$ cat config.mk
export PLATFORM = sky130hd
export DESIGN_NAME = wb_arb2
export DESIGN_NICKNAME = d
export VERILOG_FILES = /design/src/rtl/wb_arb2.sv
export SDC_FILE = /design/constraint.sdc
export NUM_CORES = 1
export LEC_CHECK = 0
export BUFFER_PORTS_ARGS = -buffer_cell sky130_fd_sc_hd__buf_2
export CAP_MARGIN = 20
export CORE_AREA = 2 2 123 125
export CTS_BUF_LIST = sky130_fd_sc_hd__clkbuf_8
export CTS_CLUSTER_DIAMETER = 50
export DETAILED_ROUTE_END_ITERATION = 12
export DIE_AREA = 0 0 125 127
export GPL_TIMING_DRIVEN = 0
export REMOVE_ABC_BUFFERS = 1
export SKIP_CTS_REPAIR_TIMING = 1
export SLEW_MARGIN = 0
export SYNTH_ARGS = -nofsm -noshare
export SYNTH_HDL_FRONTEND = slang
export SYNTH_SLANG_ARGS = --single-unit
export TNS_END_PERCENT = 20
$ cat constraint.sdc
create_clock -name clk -period 2.15 [get_ports clk]
set_input_delay 0.43 -clock clk [delete_from_list [all_inputs] [get_ports clk]]
set_output_delay 0.43 -clock clk [all_outputs]
set_load 0.1 [all_outputs]
$ cat src/rtl/wb_arb2.sv
// rtl/wb_arb2.sv - two-master Wishbone arbiter with round-robin/fixed priority and stall timeout
module wb_arb2 #(
  parameter int TIMEOUT = 255,
  parameter int PRIO_RR = 1
) (
  input  logic        clk,
  input  logic        rst,

  input  logic [31:0] m0_adr_i,
  input  logic [31:0] m0_dat_i,
  output logic [31:0] m0_dat_o,
  input  logic [3:0]  m0_sel_i,
  input  logic        m0_we_i,
  input  logic        m0_cyc_i,
  input  logic        m0_stb_i,
  output logic        m0_ack_o,
  output logic        m0_err_o,

  input  logic [31:0] m1_adr_i,
  input  logic [31:0] m1_dat_i,
  output logic [31:0] m1_dat_o,
  input  logic [3:0]  m1_sel_i,
  input  logic        m1_we_i,
  input  logic        m1_cyc_i,
  input  logic        m1_stb_i,
  output logic        m1_ack_o,
  output logic        m1_err_o,

  output logic [31:0] s_adr_o,
  output logic [31:0] s_dat_o,
  input  logic [31:0] s_dat_i,
  output logic [3:0]  s_sel_o,
  output logic        s_we_o,
  output logic        s_cyc_o,
  output logic        s_stb_o,
  input  logic        s_ack_i,
  input  logic        s_err_i
);

  localparam logic [1:0] IDLE = 2'd0;
  localparam logic [1:0] GNT0 = 2'd1;
  localparam logic [1:0] GNT1 = 2'd2;

  localparam logic [15:0] TMO = 16'(TIMEOUT);

  logic [1:0]  state;
  logic [1:0]  state_nxt;
  logic        last_gnt;
  logic [15:0] stall_cnt;
  logic        gnt0;
  logic        gnt1;
  logic        stb_raw;
  logic        timeout_err;

  assign gnt0 = (state == GNT0);
  assign gnt1 = (state == GNT1);

  always_comb begin
    state_nxt = state;
    case (state)
      IDLE: begin
        if (m0_cyc_i && m1_cyc_i) begin
          // Round-robin hands a tie to whoever did not own the bus last.
          if ((PRIO_RR != 0) && !last_gnt) state_nxt = GNT1;
          else                             state_nxt = GNT0;
        end else if (m0_cyc_i) begin
          state_nxt = GNT0;
        end else if (m1_cyc_i) begin
          state_nxt = GNT1;
        end
      end
      GNT0:    if (!m0_cyc_i) state_nxt = IDLE;
      GNT1:    if (!m1_cyc_i) state_nxt = IDLE;
      default: state_nxt = IDLE;
    endcase
  end

  assign stb_raw     = (gnt0 && m0_stb_i) || (gnt1 && m1_stb_i);
  // An ack landing in the timeout cycle completes the transfer normally.
  assign timeout_err = stb_raw && (stall_cnt == TMO) && !s_ack_i;

  always_ff @(posedge clk) begin
    if (rst) begin
      state     <= IDLE;
      last_gnt  <= 1'b1;
      stall_cnt <= 16'd0;
    end else begin
      state <= state_nxt;
      if (state == IDLE && state_nxt == GNT0) last_gnt <= 1'b0;
      if (state == IDLE && state_nxt == GNT1) last_gnt <= 1'b1;
      if ((state_nxt != state) || !stb_raw || s_ack_i || s_err_i || timeout_err)
        stall_cnt <= 16'd0;
      else
        stall_cnt <= stall_cnt + 16'd1;
    end
  end

  always_comb begin
    s_adr_o = 32'd0;
    s_dat_o = 32'd0;
    s_sel_o = 4'd0;
    s_we_o  = 1'b0;
    s_cyc_o = 1'b0;
    s_stb_o = 1'b0;
    if (gnt0) begin
      s_adr_o = m0_adr_i;
      s_dat_o = m0_dat_i;
      s_sel_o = m0_sel_i;
      s_we_o  = m0_we_i;
      s_cyc_o = m0_cyc_i;
      s_stb_o = m0_stb_i && !timeout_err;
    end else if (gnt1) begin
      s_adr_o = m1_adr_i;
      s_dat_o = m1_dat_i;
      s_sel_o = m1_sel_i;
      s_we_o  = m1_we_i;
      s_cyc_o = m1_cyc_i;
      s_stb_o = m1_stb_i && !timeout_err;
    end
  end

  assign m0_dat_o = s_dat_i;
  assign m1_dat_o = s_dat_i;
  assign m0_ack_o = gnt0 && s_ack_i;
  assign m1_ack_o = gnt1 && s_ack_i;
  assign m0_err_o = gnt0 && (s_err_i || timeout_err);
  assign m1_err_o = gnt1 && (s_err_i || timeout_err);

endmodule
After elaboration in Yosys (flattened, before gate mapping) --
Cells that the tools add are included.
Word-level totals: register bits 19, bits of input ports 178, word-level logic and storage cells 54
Operators by class: $add $sub $neg 1, equality and inequality tests 6, muxes and demuxes 19, reduce and logical (&&, ||, !) cells 25
Operators by type and width (count):
- $mux 32 | 4
- $add 16x1->16 const B | 1
- $eq 16x8->1 const B | 1
- $logic_and 1x1->1 | 13
- $mux 2 | 6
- $mux 4 | 2
- $logic_or 1x1->1 | 6
- $mux 1 | 6
- $pmux 2 s3 | 1
- $eq 2x1->1 const B | 2
- $eq 2x2->1 const B | 2
- $reduce_or 2->1 | 2
- $logic_not 1->1 | 3
- $logic_not 2->1 | 1
- $ne 2x2->1 | 1

Longest topological paths before layout --
Gate-level depths: netlist of run 1.
word-level depth 10, gate-level depth with buffers 6

Least setup slack after synthesis of run 1 --
No wires, ideal clock.
kind flip-flop to output port, start point register state[1], end point output m1_err_o, data arrival time 2.436 ns, slack -0.716 ns, stages on the path, launching flop included 5, path buffers 2, cell sequence dfxtp_1 nor2b_1 clkbuf_1 clkbuf_1 nor2b_1
On the way: cells in the longest elaborated chain, start to end 7
Ends and longest elaborated chain:
- start: declaration | line 46 | logic [1:0] state;
- start signal: assignment | line 88 | state <= state_nxt;
- $eq 2x1->1 or $eq 2x2->1 (tied branches) | line 55, 56
- $logic_and 1x1->1 | line 78 | assign stb_raw = (gnt0 && m0_stb_i) || (gnt1 && m1_stb_i);
- $logic_or 1x1->1 | line 78
- $logic_and 1x1->1 (2 in series) | line 80 | assign timeout_err = stb_raw && (stall_cnt == TMO) && !s_ack_i;
- $logic_or 1x1->1 | line 127 | assign m1_err_o = gnt1 && (s_err_i || timeout_err);
- $logic_and 1x1->1 (*) | line 127
- end: declaration | line 27 | output logic m1_err_o,
Every way passes the cells marked *; elsewhere a longest branch is shown, timed or not.

Worst setup path after layout of run 1 --
start point register stall_cnt[12], end point output s_stb_o
On the way: cells in the longest elaborated chain, start to end 7
Ends and longest elaborated chain:
- start: declaration | line 49 | logic [15:0] stall_cnt;
- start signal: assignment | line 94 | stall_cnt <= stall_cnt + 16'd1;
- $eq 16x8->1 (*) | line 80
- $logic_and 1x1->1 (*) (2 in series) | line 80
- $logic_not 1->1 (*) | line 111, 118
- $logic_and 1x1->1 | line 118 | s_stb_o = m1_stb_i && !timeout_err;
- $mux 1 | line 112 | end else if (gnt1) begin
- $mux 1 (*) | line 105 | if (gnt0) begin
- end: declaration | line 35 | output logic s_stb_o,
Marked as above.

==> results of run 1 <==
[metrics by stage]
step | setup slack (ns) | std cells | setup TNS, ns | instance area, um^2
finish | -0.2797 | 601 | -0.3948 | 3616
global route | -0.3446 | 601 | -0.8899 | 3616
CTS | -0.7161 | 587 | -41.50 | 2975
detailed placement | -0.4059 | 583 | -18.51 | 2929
global placement | -3.449 | 581 | -247.26 | 2874
floorplan | -2.573 | 177 | -157.10 | 1543
[state kept, by name, summed over array words and instances, names as in the netlist]
| name | flops |
|---|---|
| state | 2 |
| last_gnt | 1 |
| stall_cnt | 16 |
[logic make-up after synthesis]
family,after synthesis,share of synthesized area
buffers and inverters,85,0.2736
AOI/OAI and AO/OA,76,0.3171
and+or+nand+nor,63,0.1642
DFF,19,0.1808
xor gates and xnor gates,14,0.05830
adders and majority gates,1,0.005948
[final timing paths]
check / start / end / cells after the start
worst max register to register: stall_cnt[12] / stall_cnt[15] / 5
worst max-delay path: stall_cnt[12] / s_stb_o / 5
worst min register to register: stall_cnt[0] / stall_cnt[0] / 1
worst min-delay path: rst / state[1] / 2
[routing by layer]
layer | global-route usage | vias up | share of wire
li1 | - | 1198 | -
met1 | 0.1710 | 1231 | 0.40
met2 | 0.1851 | 206 | 0.43
met3 | 0.1076 | 11 | 0.16
met4 | 0.02026 | 0 | 0.0082
met5 | 0.02167 | - | 0
[cell usage in the layout, fill, tap and decap left out, drive strengths merged, types with 2 or more instances in the layout]
master,n
nand2,4
xnor2,13
inv,4
a21oi,2
nor2b,8
clkbuf,22
a22o,69
and2,3
dfxtp,19
nand2b,2
nand4,3
nor3,7
buf,215
nor4,3
nand3b,2
nand3,5
nor2,25
or4,3
[worst reg2reg max path: stages, from the launching register on]
cell,delay (ns)
dfxtp_2,0.35
or4_4,0.53
or4_4,0.52
buf_4,0.16
o2111ai_4,0.21
nor2_1,0.11
[cell type report]
cell class,instances,share of cell area
clock buffers,3,0.01142
clock inverters,1,0.001384
inverters,4,0.004152
multi-input cells,156,0.3495
flip-flops and latches,19,0.1080
well taps,184,0.06367
repair buffers,234,0.4619
[power by group]
part	switching, uW	leakage [uW]	internal, uW
registers	10.4	0.000156	356
logic	970	0.00151	385
clock network	120	0.0000255	129
total	1100	0.00169	870
==> run metrics, run 1 <==
status=complete, but fails checks; failing checks=setup timing; first-pass GRT wire length=15950 um; asr flop ratio synth=0; residual DRC count=0; Final Setup Violations=3; Final #Nets=597; largest stage delay on the critical path=0.53 ns; final max-slew violation count=0; WP data arrival=2.00 ns; post-synth cell types=28; top cells by count, synth=a22o_1, buf_4, dfxtp_1; core area=14420 um^2; measured slew at the worst slew-check pin=0.6209 ns; Top delay family on crit path=simple AND/OR/NAND/NOR gates; area of the multi-input gates=1264 um^2; worst min-delay path class=in2reg; DR vias=2646; most common cell in the netlist=a22o_1; Syn Inst Count=258; Max Freq=0.4116 GHz; IO Count=317; clock transition at the registers of the reported paths=0.07 ns; Die Y=127 um; Main synth FF type=dfxtp_1; flops & latches, synth=19; Min Clock Period, post-route=2.430 ns; clk_skew=0.003109 ns; GR Util All Layers=0.1368; Synth area leaders=a22o_1, buf_4, dfxtp_1; ant diodes=0; Core Rows=44; Power per Cell Area=544.9 nW/um^2; total gr overflow=0; antenna violations before repair=0; Die Width=125 um; CTS buffer count=3; pin count of the biggest net entering global routing=47; CTS H-tree lvls=1; CTS tree=built; drt via density=4.403; RSZ-0062 raised after global routing=true; VDD IR-drop max=0.1775 mV; total number of yosys warnings=0; worst path cell trace=or4_4, or4_4, nor2_4, a21oi_2, buf_12; Hold Fails Final Rpt=0; final design utilization=0.2507; worst path bufs/invs=1; Fin Hold WS=0.3854 ns; Worst path most repeated cell=or4_4; Power, Total=1970 uW; Leakage Power=0.001688 uW; Synth Cell Area=2103 um^2; Clock Latency Late Sink=0.26 ns; number of DRC violations after detailed-routing iteration 0=142; Post-DRT Antenna Nets=0; area delta synth->final=71.92%; sequential share of the synthesized area=0.1808; CP Capture Type=output port; leading area contributor after synthesis=a22o_1; Starting Density=0.1458; average size of a mapped cell=8.152 um^2; total clock sinks=19; crit start category=flip-flop; final WL=13270 um; fill count=1579; FF+latch area=390.4 um^2; DP HPWL=10130 um; TritonRoute pass-1 iters=4; die area=15880 um^2; wire length per cell=22.08 um; Port Buffers=220; CTS max path bufs=2; worst endpoint required time=1.72 ns; Final WS setup=-0.2797 ns; Clock Tree Root=clkbuf_8; GPL Wtd Cong=0.7208; post-route clock period utilization=1.130; layout cells sized above 1=0.6451; vias in the first global route=2264; Worst R2R Setup Slack=0.14 ns; max_cap viols=0; slew margin rel.=0.5859; slowest CP cell=or4_4; Synth top area share=0.2873; worst-path maximum fanout=5; Setup CP Type=reg2out; Post-synth EDFFs=0
Power figures use the tool's default switching activity.
==> run 2, diff against run 1 <==
- GPL_TIMING_DRIVEN: 0 -> unset
- RECOVER_POWER: unset -> 25
==> run metrics, run 2 (same netlist as run 1, synthesis figures left out) <==
Port Buffers=220; Core Rows=44; pre-CTS WS=-0.05597 ns; measured slew at the worst slew-check pin=0.6017 ns; fill count=1507; Max Freq=0.4178 GHz; final WL=13010 um; Leakage Power=0.001874 uW; WP data arrival=1.96 ns; ant diodes=0; Reg2Reg Depth=5; total clock sinks=19; CTS buffer count=3; CTS H-tree lvls=1; core area=14420 um^2; largest reg by FF count=stall_cnt; VDD IR-drop max=0.2489 mV; commonest non-fill, non-tap cell in the layout=buf_2; biggest regs=stall_cnt x16, state x2, last_gnt x1; RR Startpoint=stall_cnt[11]; clock transition at the registers of the reported paths=0.07 ns; antenna violations before repair=0; clk_skew=0.003614 ns; first-pass GRT wire length=17230 um; post-placement cell area=4153 um^2; failing checks=setup timing; Clock Tree Root=clkbuf_8; Die Y=127 um; GR Util All Layers=0.1471; Final WS setup=-0.2436 ns; Worst R2R Setup Slack=0.20 ns; post-route clock period utilization=1.113; drt via density=4.288; wire length per cell=21.54 um; vias in the first global route=2444; Post-DRT Antenna Nets=0; Starting Density=0.1458; Final Setup Violations=3; worst endpoint required time=1.72 ns; Hold Fails Final Rpt=0; Largest register FFs=16; worst-path maximum fanout=2; most frequent cells in the layout=buf_2, buf_12, a22o_1; DR vias=2590; TritonRoute pass-1 iters=4; max_cap viols=0; residual DRC count=0; WHS Path Cells=2; layout cells sized above 1=0.6310; Die Width=125 um; GPL Wtd Cong=0.7772; crit start category=flip-flop; die area=15880 um^2; area delta synth->final=103.7%; pin count of the biggest net entering global routing=65; worst reg2reg endpoint=stall_cnt[15]; Setup CP Type=reg2out; CTS tree=built; status=complete, but fails checks; Clock Latency Late Sink=0.26 ns; IO Count=317; Hold EP=state[1]; CP Capture Type=output port; Worst Hold Launch=rst; DP HPWL=10570 um; CTS max path bufs=2; final max-slew violation count=0; Final #Nets=600; Min Clock Period, post-route=2.394 ns; number of DRC violations after detailed-routing iteration 0=92; Power per Cell Area=506.5 nW/um^2; RSZ-0062 raised after global routing=true; Final Cell Area=4284 um^2; total gr overflow=0; slew margin rel.=0.5987; worst min-delay path class=in2reg
[run 2: cell types whose count changed in the layout (fill, tap and decap cells not counted), moves of 4 or more]
cell	delta
a22o_4	-4
buf_2	-5
buf_6	-28
buf_4	-9
clkbuf_4	-17
buf_8	-4
a22o_1	+4
buf_12	+70
[run 2: per-layer routing]
metal	share of wire	wire [um]	up-vias	global-route usage
met3	0.15	1896	8	0.09422
li1	-	-	1198	-
met1	0.42	5471	1188	0.1882
met2	0.43	5566	196	0.2091
met5	0	0	-	0.03096
met4	0.0057	74	0	0.02222
[run 2: critical path, stage by stage, from the launching register on]
cell and delay, ns:
dfxtp_1 0.31, or4_4 0.53, or4_4 0.50, nor2_2 0.09, a21oi_1 0.06, buf_6 0.20
[run 2: power by group]
group          switching (uW)  internal [uW]  leakage, uW
logic                     995            564      0.00169
registers                7.25            356     0.000155
clock network             120            127    0.0000269
total                    1120           1050      0.00187
[run 2: how the worst max path moves through the flow]
| stage | endpoint | from | slack, ns | cells after the start |
|---|---|---|---|---|
| 4_1_cts | s_stb_o | stall_cnt[11] | -0.36 | 5 |
| 6_report | s_stb_o | stall_cnt[11] | -0.24 | 5 |
| 3_5_place_dp | s_stb_o | stall_cnt[11] | -0.06 | 5 |
| 3_3_place_gp | s_stb_o | stall_cnt[11] | -0.06 | 5 |
| 5_1_grt | s_stb_o | stall_cnt[11] | -0.29 | 5 |
| 2_1_floorplan | m1_err_o | state[1] | -2.57 | 2 |
[run 2: area by class of cell]
type                            count  area [um^2]  area share
Timing Repair Buffer              239         2421      0.5651
Multi-Input combinational cell    154         1187      0.2772
Sequential cell                    19        385.4     0.08995
Tap cell                          184        230.2     0.05374
Clock buffer                        3        41.29    0.009638
Inverter                            4        15.01    0.003505
Clock inverter                      1        3.754   0.0008762
[run 2: through the flow]
stage	TNS, ns	hold slack, ns	instances	total power [uW]	utilization
2_1_floorplan	-157.10	0.4393	177	1250	-
3_3_place_gp	-0.06146	0.4787	598	1918	0.2879
3_5_place_dp	-0.05597	0.4933	598	1916	0.2879
4_1_cts	-1.953	0.3820	602	2172	0.2910
5_1_grt	-0.8307	0.3758	604	2238	0.2970
6_report	-0.4365	0.3807	604	2170	0.2970
==> run 3, diff against run 2 <==
- clock period: 2.15 -> 2.25 ns (I/O delays scaled with it)
==> run metrics, run 3 (same netlist as run 1, synthesis figures left out) <==
crit start category=flip-flop; die area=15880 um^2; sequential group share of total power=0.169; DR vias=2583; final std cells w/o fill=599; dpl cells=595; Fin Hold WS=0.4028 ns; clock transition at the registers of the reported paths=0.07 ns; clk_skew=0.004155 ns; CTS max path bufs=2; antenna violations before repair=1; ant diodes=0; core area=14420 um^2; Post-DRT Antenna Nets=0; Clock Tree Root=clkbuf_8; Port Buffers=220; TritonRoute pass-1 iters=5; Setup CP Type=reg2out; IO Count=317; Final #Nets=595; status=complete, but fails checks; layout cells sized above 1=0.6241; RSZ-0062 raised after global routing=true; Sw Ratio=0.5172; Final WS setup=-0.1415 ns; GR Util All Layers=0.1461; wire length per cell=21.06 um; Power per Cell Area=488.2 nW/um^2; biggest regs=stall_cnt x16, state x2, last_gnt x1; switching power total=1065 uW; Min Clock Period, post-route=2.392 ns; measured slew at the worst slew-check pin=0.5956 ns; FF+latch area=381.6 um^2; first-pass GRT wire length=17240 um; worst-path maximum fanout=2; Hold Fails Final Rpt=0; final design utilization=0.2923; worst endpoint required time=1.80 ns; largest reg by FF count=stall_cnt; Final Cell Area=4217 um^2; WP data arrival=1.94 ns; most frequent cells in the layout=buf_2, buf_12, a22o_1; pin count of the biggest net entering global routing=61; worst min-delay path class=in2reg; total clock sinks=19; Die Width=125 um; TNS Setup=-0.1572 ns; final max-slew violation count=0; total gr overflow=0; slew margin rel.=0.6028; Starting Density=0.1458; GPL Wtd Cong=0.7674; failing checks=setup timing; logic gate share of total power=0.719; P_int=993.7 uW; VDD IR-drop max=0.2202 mV; DP HPWL=10640 um; clock power share=0.112; area delta synth->final=100.5%; Core Rows=44; Largest register FFs=16; vias in the first global route=2466; post-route clock period utilization=1.063; fill count=1515; Max Freq=0.4181 GHz; number of DRC violations after detailed-routing iteration 0=92; final WL=12610 um; Die Y=127 um; residual DRC count=0; CTS H-tree lvls=1; Leakage Power=0.001833 uW; CP Capture Type=output port; max_cap viols=0; CTS tree=built; Clock Latency Late Sink=0.26 ns; drt via density=4.312; CTS buffer count=3; commonest non-fill, non-tap cell in the layout=buf_2; Final Setup Violations=3; post-placement cell area=4130 um^2; area of the multi-input gates=1187 um^2
run 3: area by class of cell:
class                      count  area share
inverter                       4    0.003561
timing repair buffer         234      0.5591
multi-input combinational    154      0.2816
tap                          184     0.05460
clock buffer                   3    0.009792
sequential                    19     0.09050
clock inverter                 1   0.0008902
run 3: per-layer routing:
metal	up-vias	routed length (um)	GRT usage
met5	-	13	0.02167
met4	2	60	0.01634
met3	11	1918	0.09631
met2	201	5439	0.2072
met1	1178	5182	0.1884
li1	1191	-	-
run 3: path summary, 6_finish.rpt:
| check | startpoint | endpoint | slack [ns] | cells past startpoint |
|---|---|---|---|---|
| max | stall_cnt[11] | s_stb_o | -0.14 | 5 |
| min reg2reg | last_gnt | state[1] | 0.50 | 1 |
| min | rst | state[1] | 0.40 | 2 |
| max reg2reg | stall_cnt[11] | stall_cnt[12] | 0.32 | 5 |
run 3: worst max-delay path: stages, from the launching register on:
cell	delay, ns
dfxtp_1	0.31
or4_4	0.53
or4_4	0.50
nor2_2	0.11
a21oi_2	0.06
buf_12	0.18
run 3: power groups by stage:
| stage | Sequential, uW | Clock, uW | Combinational, uW |
|---|---|---|---|
| 6_report | 347 | 232 | 1480 |
| 5_1_grt | 348 | 256 | 1520 |
| 4_1_cts | 347 | 239 | 1490 |
| 3_5_place_dp | 355 | 0 | 1480 |
| 3_3_place_gp | 355 | 0 | 1480 |
| 2_1_floorplan | 352 | 0 | 842 |
run 3: stage by stage:
step           setup slack (ns)  total power [uW]
3_5_place_dp            0.01494              1833
6_report                -0.1415              2058
2_1_floorplan            -2.493              1194
4_1_cts                 -0.2726              2071
5_1_grt                 -0.1919              2123
3_3_place_gp           0.002626              1832
